--- config.mk ---
export PLATFORM = sky130hd
export DESIGN_NAME = pipe_stage
export DESIGN_NICKNAME = d
export VERILOG_FILES = /design/src/rtl/pipe_stage_pkg.sv /design/src/rtl/pipe_stage_sat_counter.sv /design/src/rtl/pipe_stage.sv
export SDC_FILE = /design/constraint.sdc
export NUM_CORES = 1
export LEC_CHECK = 0
export CAP_MARGIN = 0
export CORE_MARGIN = 4
export CORE_UTILIZATION = 50
export CTS_BUF_LIST = sky130_fd_sc_hd__clkbuf_2
export CTS_CLUSTER_DIAMETER = 150
export CTS_CLUSTER_SIZE = 24
export DETAILED_ROUTE_END_ITERATION = 10
export DONT_BUFFER_PORTS = 1
export PLACE_DENSITY = 0.68
export SLEW_MARGIN = 30
export SYNTH_ARGS = -nofsm -noshare
export SYNTH_HDL_FRONTEND = slang
export SYNTH_SLANG_ARGS = --single-unit
--- constraint.sdc ---
create_clock -name Clock -period 1.9 [get_ports Clock]
set_input_delay 0.38 -clock Clock [delete_from_list [all_inputs] [get_ports Clock]]
set_output_delay 0.38 -clock Clock [all_outputs]
set_load 0.02 [all_outputs]
--- src/rtl/pipe_stage_pkg.sv ---
// pipe_pkg: shared control bundle type and default widths for the inter-stage pipeline registers
package pipe_pkg;
  typedef struct packed {
    logic       wmem;
    logic       rmem;
    logic       wreg;
    logic [2:0] func;
  } ctrl_t;
  localparam ctrl_t CTRL_NOP   = '0;
  localparam int    CTRL_W_DEF = $bits(ctrl_t);
  localparam int    DATA_W_DEF = 32 + 5 + 32;
  localparam int    CNT_W_DEF  = 16;
endpackage

--- src/rtl/pipe_stage_sat_counter.sv ---
// sat_counter: saturating up-counter with synchronous clear taking priority over increment
module sat_counter #(
  parameter int CNT_W = 16
) (
  input  logic             Clock,
  input  logic             nReset,
  input  logic             inc,
  input  logic             clr,
  output logic [CNT_W-1:0] cnt
);
  always_ff @(posedge Clock or negedge nReset)
    if (!nReset) cnt <= '0;
    else if (clr) cnt <= '0;
    else if (inc && !(&cnt)) cnt <= cnt + 1'b1;
endmodule

--- src/rtl/pipe_stage.sv ---
// pipe_stage: valid/ready pipeline register with flush, bubble control and stall counter
// PIPE_SKID_EN adds a skid entry so in_ready is a pure register output.
module pipe_stage
  import pipe_pkg::*;
#(
  parameter int DATA_W = DATA_W_DEF,
  parameter int CTRL_W = CTRL_W_DEF,
  parameter int CNT_W  = CNT_W_DEF
) (
  input  logic              Clock,
  input  logic              nReset,
  input  logic              in_valid,
  output logic              in_ready,
  input  logic [DATA_W-1:0] in_data,
  input  logic [CTRL_W-1:0] in_ctrl,
  output logic              out_valid,
  input  logic              out_ready,
  output logic [DATA_W-1:0] out_data,
  output logic [CTRL_W-1:0] out_ctrl,
  input  logic              flush,
  input  logic              stat_clr,
  output logic [CNT_W-1:0]  stall_cnt
);
  logic              valid_q, take, pop;
  logic [DATA_W-1:0] data_q;
  logic [CTRL_W-1:0] ctrl_q;
  assign pop       = valid_q && out_ready;
  assign take      = in_valid && in_ready && !flush;
  assign out_valid = valid_q;
  assign out_data  = data_q;
  assign out_ctrl  = valid_q ? ctrl_q : '0;
`ifdef PIPE_SKID_EN
  logic              skid_valid;
  logic [DATA_W-1:0] skid_data;
  logic [CTRL_W-1:0] skid_ctrl;
  assign in_ready = !skid_valid;
  // skid only fills while main is held, so skid_valid implies valid_q
  always_ff @(posedge Clock or negedge nReset)
    if (!nReset) begin
      valid_q    <= 1'b0;
      skid_valid <= 1'b0;
      data_q     <= '0;
      ctrl_q     <= '0;
      skid_data  <= '0;
      skid_ctrl  <= '0;
    end else begin
      valid_q    <= !flush && ((valid_q && !pop) || take || skid_valid);
      skid_valid <= !flush && (skid_valid ? !pop : (take && valid_q && !pop));
      if (pop && skid_valid) begin
        data_q <= skid_data;
        ctrl_q <= skid_ctrl;
      end else if (take && (!valid_q || pop)) begin
        data_q <= in_data;
        ctrl_q <= in_ctrl;
      end
      if (take && valid_q && !pop) begin
        skid_data <= in_data;
        skid_ctrl <= in_ctrl;
      end
    end
`else
  assign in_ready = out_ready || !valid_q;
  always_ff @(posedge Clock or negedge nReset)
    if (!nReset) begin
      valid_q <= 1'b0;
      data_q  <= '0;
      ctrl_q  <= '0;
    end else begin
      valid_q <= !flush && (take || (valid_q && !pop));
      if (take) begin
        data_q <= in_data;
        ctrl_q <= in_ctrl;
      end
    end
`endif
  sat_counter #(.CNT_W(CNT_W)) u_stall (
    .Clock (Clock),
    .nReset(nReset),
    .inc   (valid_q && !out_ready),
    .clr   (stat_clr),
    .cnt   (stall_cnt)
  );
endmodule

==> results of run 1 <==
==> per-stage QoR <==
stage               TNS, ps  hold WS [ps]  worst slack, ps  total power, W
global placement          0          86.4              185         0.00314
global route          -73.7          -572            -25.6         0.00462
CTS                   -51.7          -544            -15.7         0.00444
floorplan                 0          84.4             60.5         0.00305
detailed placement        0          86.7              143         0.00317
finish                    0          -480             98.7         0.00442
==> per-layer routing <==
| layer | share of wire | up-vias | routed length (µm) |
|---|---|---|---|
| met3 | 0.10 | 12 | 974 |
| met5 | 0 | - | 0 |
| met1 | 0.35 | 1287 | 3360 |
| li1 | - | 1191 | - |
| met4 | 0.016 | 0 | 152 |
| met2 | 0.53 | 129 | 4980 |
==> worst max path at each step <==
stage	cells after the start	end
floorplan	5	u_stall.cnt[14]$_DFFE_PN0P_
global placement	4	u_stall.cnt[14]$_DFFE_PN0P_
detailed placement	4	out_data[4]$_DFFE_PN0P_
CTS	3	out_ctrl[4]
global route	3	out_ctrl[3]
finish	6	u_stall.cnt[3]$_DFFE_PN0P_
==> power groups by stage <==
stage,Sequential [W],Clock [W],Combinational (W)
4_1_cts,0.00276,0.00116,0.000521
3_3_place_gp,0.00278,0,0.000362
6_report,0.00276,0.00112,0.000539
2_1_floorplan,0.00272,0,0.000334
5_1_grt,0.00279,0.00124,0.000586
3_5_place_dp,0.00279,0,0.000386
==> flip-flops by register name, indices dropped and copies added, names as in the netlist <==
name         cells
out_valid        1
ctrl_q           6
out_data        69
u_stall.cnt     16
==> area by class of cell <==
type / instances / area, µm²
clock buffer: 10 / 50.0
clock inverter: 6 / 96.3
inverter: 5 / 22.5
timing repair buffer: 108 / 1020
multi-input combinational: 160 / 1440
sequential: 92 / 2300
fill: 523 / 2270
tap: 99 / 124
==> kinds of logic after synthesis <==
family	after synthesis	share of synthesized area
simple gates	57	0.0963
compound gates	23	0.0356
mux	79	0.234
flops	92	0.607
buf+inv	17	0.0241
fa+ha+maj	1	0.00330
==> cells in the final DEF, fill, tap and decap left out, drive strengths merged, types with 2 or more instances in the layout <==
master,n
dlygate4sd3,78
dfrtp,92
mux2,77
nand3,3
nor2,8
and2,6
a21oi,10
clkinvlp,2
o21ai,5
or4,5
clkbuf,10
nor2b,3
nand2b,3
bufinv,2
nor4,5
inv,6
nand4,5
nand2,6
or3,6
nor3,3
o31ai,5
mux2i,2
buf,30
==> worst reg2reg max path: cells and delay by family, from the launching register on <==
| family | cells | cell delay, ps |
|---|---|---|
| and+or+nand+nor | 3 | 720 |
| DFF | 1 | 460 |
| AOI/OAI and AO/OA | 1 | 60 |
| buffers and inverters | 2 | 430 |
==> what timing repair did <==
action                                 CTS  global route
buffers inserted                         1             1
resized for setup                        2            17
endpoints found under the hold margin  182            92
setup endpoints to repair                1            13
pin swaps                                0             2
gates cloned                             0             0
==> run_results.csv, run 1 <==
group,metric,value,unit
logic_synthesis,synth_top_area_cell,"dfrtp_1",
logic_synthesis,synth_cell_types,35,
cts,numCtsBuffers,9,
worst_setup_path,r2r_end,"u_stall.cnt[3]$_DFFE_PN0P_",
logic_synthesis,async_flop_share,1.00,
cts,clock_sinks,92,
power_and_ir_drop,leakagePower,2.12,nW
power_and_ir_drop,peakVddDrop,0.541,mV
floorplanning,core_area,0.00733,mm²
global_route,met2_usage,0.364,
power_and_ir_drop,power.share.sequential,0.624,
logic_synthesis,netlist_top_cells_count,"dfrtp_1 (92), mux2_2 (77), a21oi_1 (10)",
logic_synthesis,synth_area,0.00379,mm²
place,place_area,0.00407,mm²
global_route,grtUsageTotal,0.212,
routing,wl,9470,µm
routing,wl_per_cell,19.7,µm
routing,via_per_inst,5.46,
global_route,grt_pass1_vias,2884,
worst_setup_path,cp.arrival,2170,ps
cts,cts_tree,"built",
worst_setup_path,worstRegToRegCells,6,
power_and_ir_drop,p_per_area,873,mW/mm²
logic_synthesis,synth_edf_count,0,
global_route,grt_pass1_wl,14600,µm
sta,hold_viol,92,
logic_synthesis,synthCells,269,
global_route,use_met1,0.243,
worst_setup_path,crit_fanout,10,
run_status,run_status,"complete, but fails checks",
run_status,violations,"hold timing",
cts,clkTransAtPathRegs,270,ps
global_route,grt_overflow,0,
final_layout,fin_area,0.00506,mm²
worst_setup_path,endpoint_kind,"register",
global_route,grt_max_degree,93,
power_and_ir_drop,power_switching,0.00137,W
final_layout,drive_gt1_frac,0.373,
worst_setup_path,slowest_stage,"nor4_2",
worst_setup_path,cpPeakStageDelay,480,ps
sta,slew_headroom,0.606,
final_layout,antenna_cells,0,
worst_setup_path,crit_chain,"nand4_4, buf_4, nor4_2, buf_4, or3_2, a21oi_1",
logic_synthesis,netlist.area_leader.share,0.607,
worst_setup_path,cp_top_family,"simple AND/OR/NAND/NOR gates",
logic_synthesis,synth.most_common_cell,"dfrtp_1",
power_and_ir_drop,swShare,0.309,
routing,first_pass_iters,4,
cts,clock_path_buffers,2,
floorplanning,dieArea,0.00904,mm²
floorplanning,initial_core_util,0.517,
global_route,met3_usage,0.0742,
logic_synthesis,ys_ff_latch,92,
power_and_ir_drop,clkPwrFrac,0.254,
floorplanning,ios,174,
place,finalWeightedCongestion,0.800,
worst_setup_path,worstSetupPathType,"register to register",
sta,fin_worst_skew,21.7,ps
global_route,grt_antenna_before_repair,0,
routing,drc,0,
floorplanning,die_w,95.1,µm
cts,insertion_delay,510,ps
place,place_inst,384,
final_layout,stdcell_count,480,
floorplanning,row_count,31,
routing,vias,2619,
final_layout,area_growth_syn_to_layout,33.4,%
worst_setup_path,startpoint_type,"register",
hold_path,worstHoldPathType,"input pin to async pin",
sta,rsz0062_at_grt,"true",
place,io_buffers,0,
sta,fin_crit,1800,ps
sta,fmax,0.555,GHz
cts,cts_root_buffer,"clkbuf_2",
worst_setup_path,cp_common_cell,"buf_4",
cts,h-tree-depth,3,
run,maxCapViolations,0,
worst_setup_path,r2r_slack,100,ps
logic_synthesis,ys.flop_type,"dfrtp_1",
worst_setup_path,startpoint,"u_stall.cnt[9]$_DFFE_PN0P_",
place,hpwl,6020,µm
logic_synthesis,yosysSeqAreaShare,0.607,
routing,postRouteAntennaNets,0,
logic_synthesis,syn_area_per_cell,14.1,µm²
worst_setup_path,crit_buf_inv,2,
routing,drt-initial-drc-count,86,
final_layout,post-route-util,0.690,
power_and_ir_drop,intPower,0.00305,W
worst_setup_path,regToRegStartpoint,"u_stall.cnt[9]$_DFFE_PN0P_",
sta,tightest_slew,590,ps
sta,slew_violations,0,
logic_synthesis,ys_warn_count,0,
worst_setup_path,cp.required,2270,ps
sta,hold-worst-slack,-480,ps
cts,ctsHoldBuffers,78,
global_route,grt.busiest_layer,"met2",
final_layout,fin_nets,458,
sta,setup_violations,0,
power_and_ir_drop,combPwrFrac,0.122,
floorplanning,die-height,95.1,µm
logic_synthesis,synthTopCellsByArea,"dfrtp_1 (61%), mux2_2 (23%), a21oi_1 (1.3%)",
logic_synthesis,syn-num-nets,351,
sta,min_period_over_period,0.948,
(Power assumes the default switching activity.)
==> inputs of run 2 (changes only) <==
- CORE_MARGIN: 4 -> 1.5
==> run 2 against run 1 <==
The flow still finishes with violations (hold timing). Non-clock buffer count up 1. Combinational power about the same. Sequential cell count unchanged. Via count up 0.11%. First-iteration DRC count down 13%. Setup slack worse by 20 ps. Critical path depth down 1. Clock power down 17%. Clock skew up 6.3 ps. Critical path type unchanged. Highest routed layer unchanged.
==> run_results.csv, run 2 (synthesized netlist as in run 1, its figures left out) <==
group,metric,value,unit
run_status,run_status,"complete, but fails checks",
run_status,violations,"hold timing",
global_route,grtUsageTotal,0.228,
final_layout,layout_commonest_cell,"dfrtp_1",
final_layout,largest_reg_flops,69,
routing,wl,9020,µm
worst_setup_path,crit_chain,"ha_2, nand4b_1, buf_4, or4_1, a21oi_1",
final_layout,fin_nets,459,
place,hpwl,5530,µm
sta,slew_violations,0,
global_route,grt_pass1_wl,14600,µm
floorplanning,row_count,31,
floorplanning,ios,174,
routing,drc,0,
global_route,grt_pass1_vias,2823,
final_layout,layout_common_cells,"dfrtp_1 (91), dlygate4sd3_1 (79), mux2_2 (77)",
cts,numCtsBuffers,9,
hold_path,worstHoldPathType,"input pin to async pin",
place,io_buffers,0,
power_and_ir_drop,p_per_area,838,mW/mm²
routing,wl_per_cell,18.7,µm
place,finalWeightedCongestion,0.842,
power_and_ir_drop,power,0.00422,W
worst_setup_path,cp.required,2370,ps
final_layout,antenna_cells,0,
cts,h-tree-depth,3,
sta,hold-worst-slack,-524,ps
floorplanning,dieArea,0.00812,mm²
run,maxCapViolations,0,
worst_setup_path,slowest_stage,"or4_1",
worst_setup_path,cpPeakStageDelay,490,ps
worst_setup_path,startpoint_type,"register",
routing,first_pass_iters,4,
worst_setup_path,crit_fanout,7,
cts,insertion_delay,550,ps
floorplanning,initial_core_util,0.520,
floorplanning,die_w,90.1,µm
cts,clkTransAtPathRegs,300,ps
sta,setup_violations,0,
floorplanning,core_area,0.00729,mm²
sta,hold_viol,92,
final_layout,drive_gt1_frac,0.366,
sta,fin_worst_skew,28.0,ps
sta,min_period_over_period,0.959,
cts,ctsHoldBuffers,79,
sta,slew_headroom,0.599,
cts,cts_root_buffer,"clkbuf_2",
power_and_ir_drop,leakagePower,2.11,nW
final_layout,post-route-util,0.691,
global_route,grt_max_degree,93,
power_and_ir_drop,peakVddDrop,0.492,mV
final_layout,area_growth_syn_to_layout,32.8,%
global_route,grt_overflow,0,
routing,drt-initial-drc-count,75,
worst_setup_path,endpoint_kind,"register",
sta,fin_crit,1820,ps
worst_setup_path,worstSetupPathType,"register to register",
floorplanning,die-height,90.1,µm
cts,cts_tree,"built",
routing,via_per_inst,5.45,
routing,postRouteAntennaNets,0,
worst_setup_path,cp.arrival,2290,ps
final_layout,fin_area,0.00504,mm²
global_route,grt_antenna_before_repair,0,
routing,vias,2622,
sta,fmax,0.549,GHz
place,place_area,0.00407,mm²
sta,rsz0062_at_grt,"true",
sta,tightest_slew,600,ps
cts,clock_sinks,92,
cts,clock_path_buffers,2,
==> run 2: cell types whose count changed in the layout (fill, tap and decap cells not counted), sizes merged <==
cell / change
dlygate4sd3: +1
bufinv: -2
clkinvlp: -1
clkinv: +2
clkbuf: -1
inv: +2
==> run 2: path summary, 6_finish.rpt <==
path / start / endpoint / slack (ps) / depth (start not counted)
setup reg to reg: u_stall.cnt[0]$_DFFE_PN0P_ / u_stall.cnt[8]$_DFFE_PN0P_ / 80 / 5
hold / removal: nReset / out_data[43]$_DFFE_PN0P_ / -520 / 0
hold reg to reg: ctrl_q[0]$_DFFE_PN0P_ / ctrl_q[0]$_DFFE_PN0P_ / 540 / 1
setup / recovery: u_stall.cnt[0]$_DFFE_PN0P_ / u_stall.cnt[8]$_DFFE_PN0P_ / 80 / 5
max in group asynchronous: nReset / out_data[33]$_DFFE_PN0P_ / 2240 / 0
min in group Clock: stat_clr / u_stall.cnt[13]$_DFFE_PN0P_ / 60 / 2
==> run 2: routing by layer <==
metal  part of all wire  track usage  vias up
met3              0.083       0.0668       21
li1                   -            -     1184
met5                  0            0        -
met4              0.025        0.102        0
met2               0.51        0.383      131
met1               0.38        0.271     1286
==> run 2: stage by stage <==
step,hold slack (ps),setup TNS [ps],setup WS [ps],cells
final,-524,0,78.8,481
after global routing,-598,-102,-61.9,481
after CTS,-605,0,3.50,479
after detailed placement,86.4,0,92.4,383
after global placement,86.2,0,118,383
after floorplan,84.4,0,60.5,269
==> run 2: layout make-up <==
| class | count | area, µm² |
|---|---|---|
| Clock inverter | 7 | 68.8 |
| Clock buffer | 9 | 45.0 |
| Fill cell | 541 | 2250 |
| Inverter | 5 | 21.3 |
| Tap cell | 99 | 124 |
| Sequential cell | 92 | 2300 |
| Multi-Input combinational cell | 160 | 1430 |
| Timing Repair Buffer | 109 | 1040 |
==> run 2: worst max-delay path, delay by kind of cell, from the launching register on <==
family | cells | cell delay, ps
flip-flops | 1 | 420
AO/OA/AOI/OAI | 1 | 160
adder cells (fa/ha/maj) | 1 | 210
buffers and inverters | 1 | 240
AND/OR/NAND/NOR | 2 | 740
==> run 2: report_power, final <==
part | switching (W) | internal, W
Clock | 0.000719 | 0.000209
Sequential | 0.000524 | 0.00223
Combinational | 0.000172 | 0.000364
==> run 2: repair_timing <==
action	in CTS	in global routing
setup endpoints to repair	5	11
buffers inserted	2	2
endpoints found under the hold margin	182	92
pin swaps	1	3
gates resized for setup	14	5
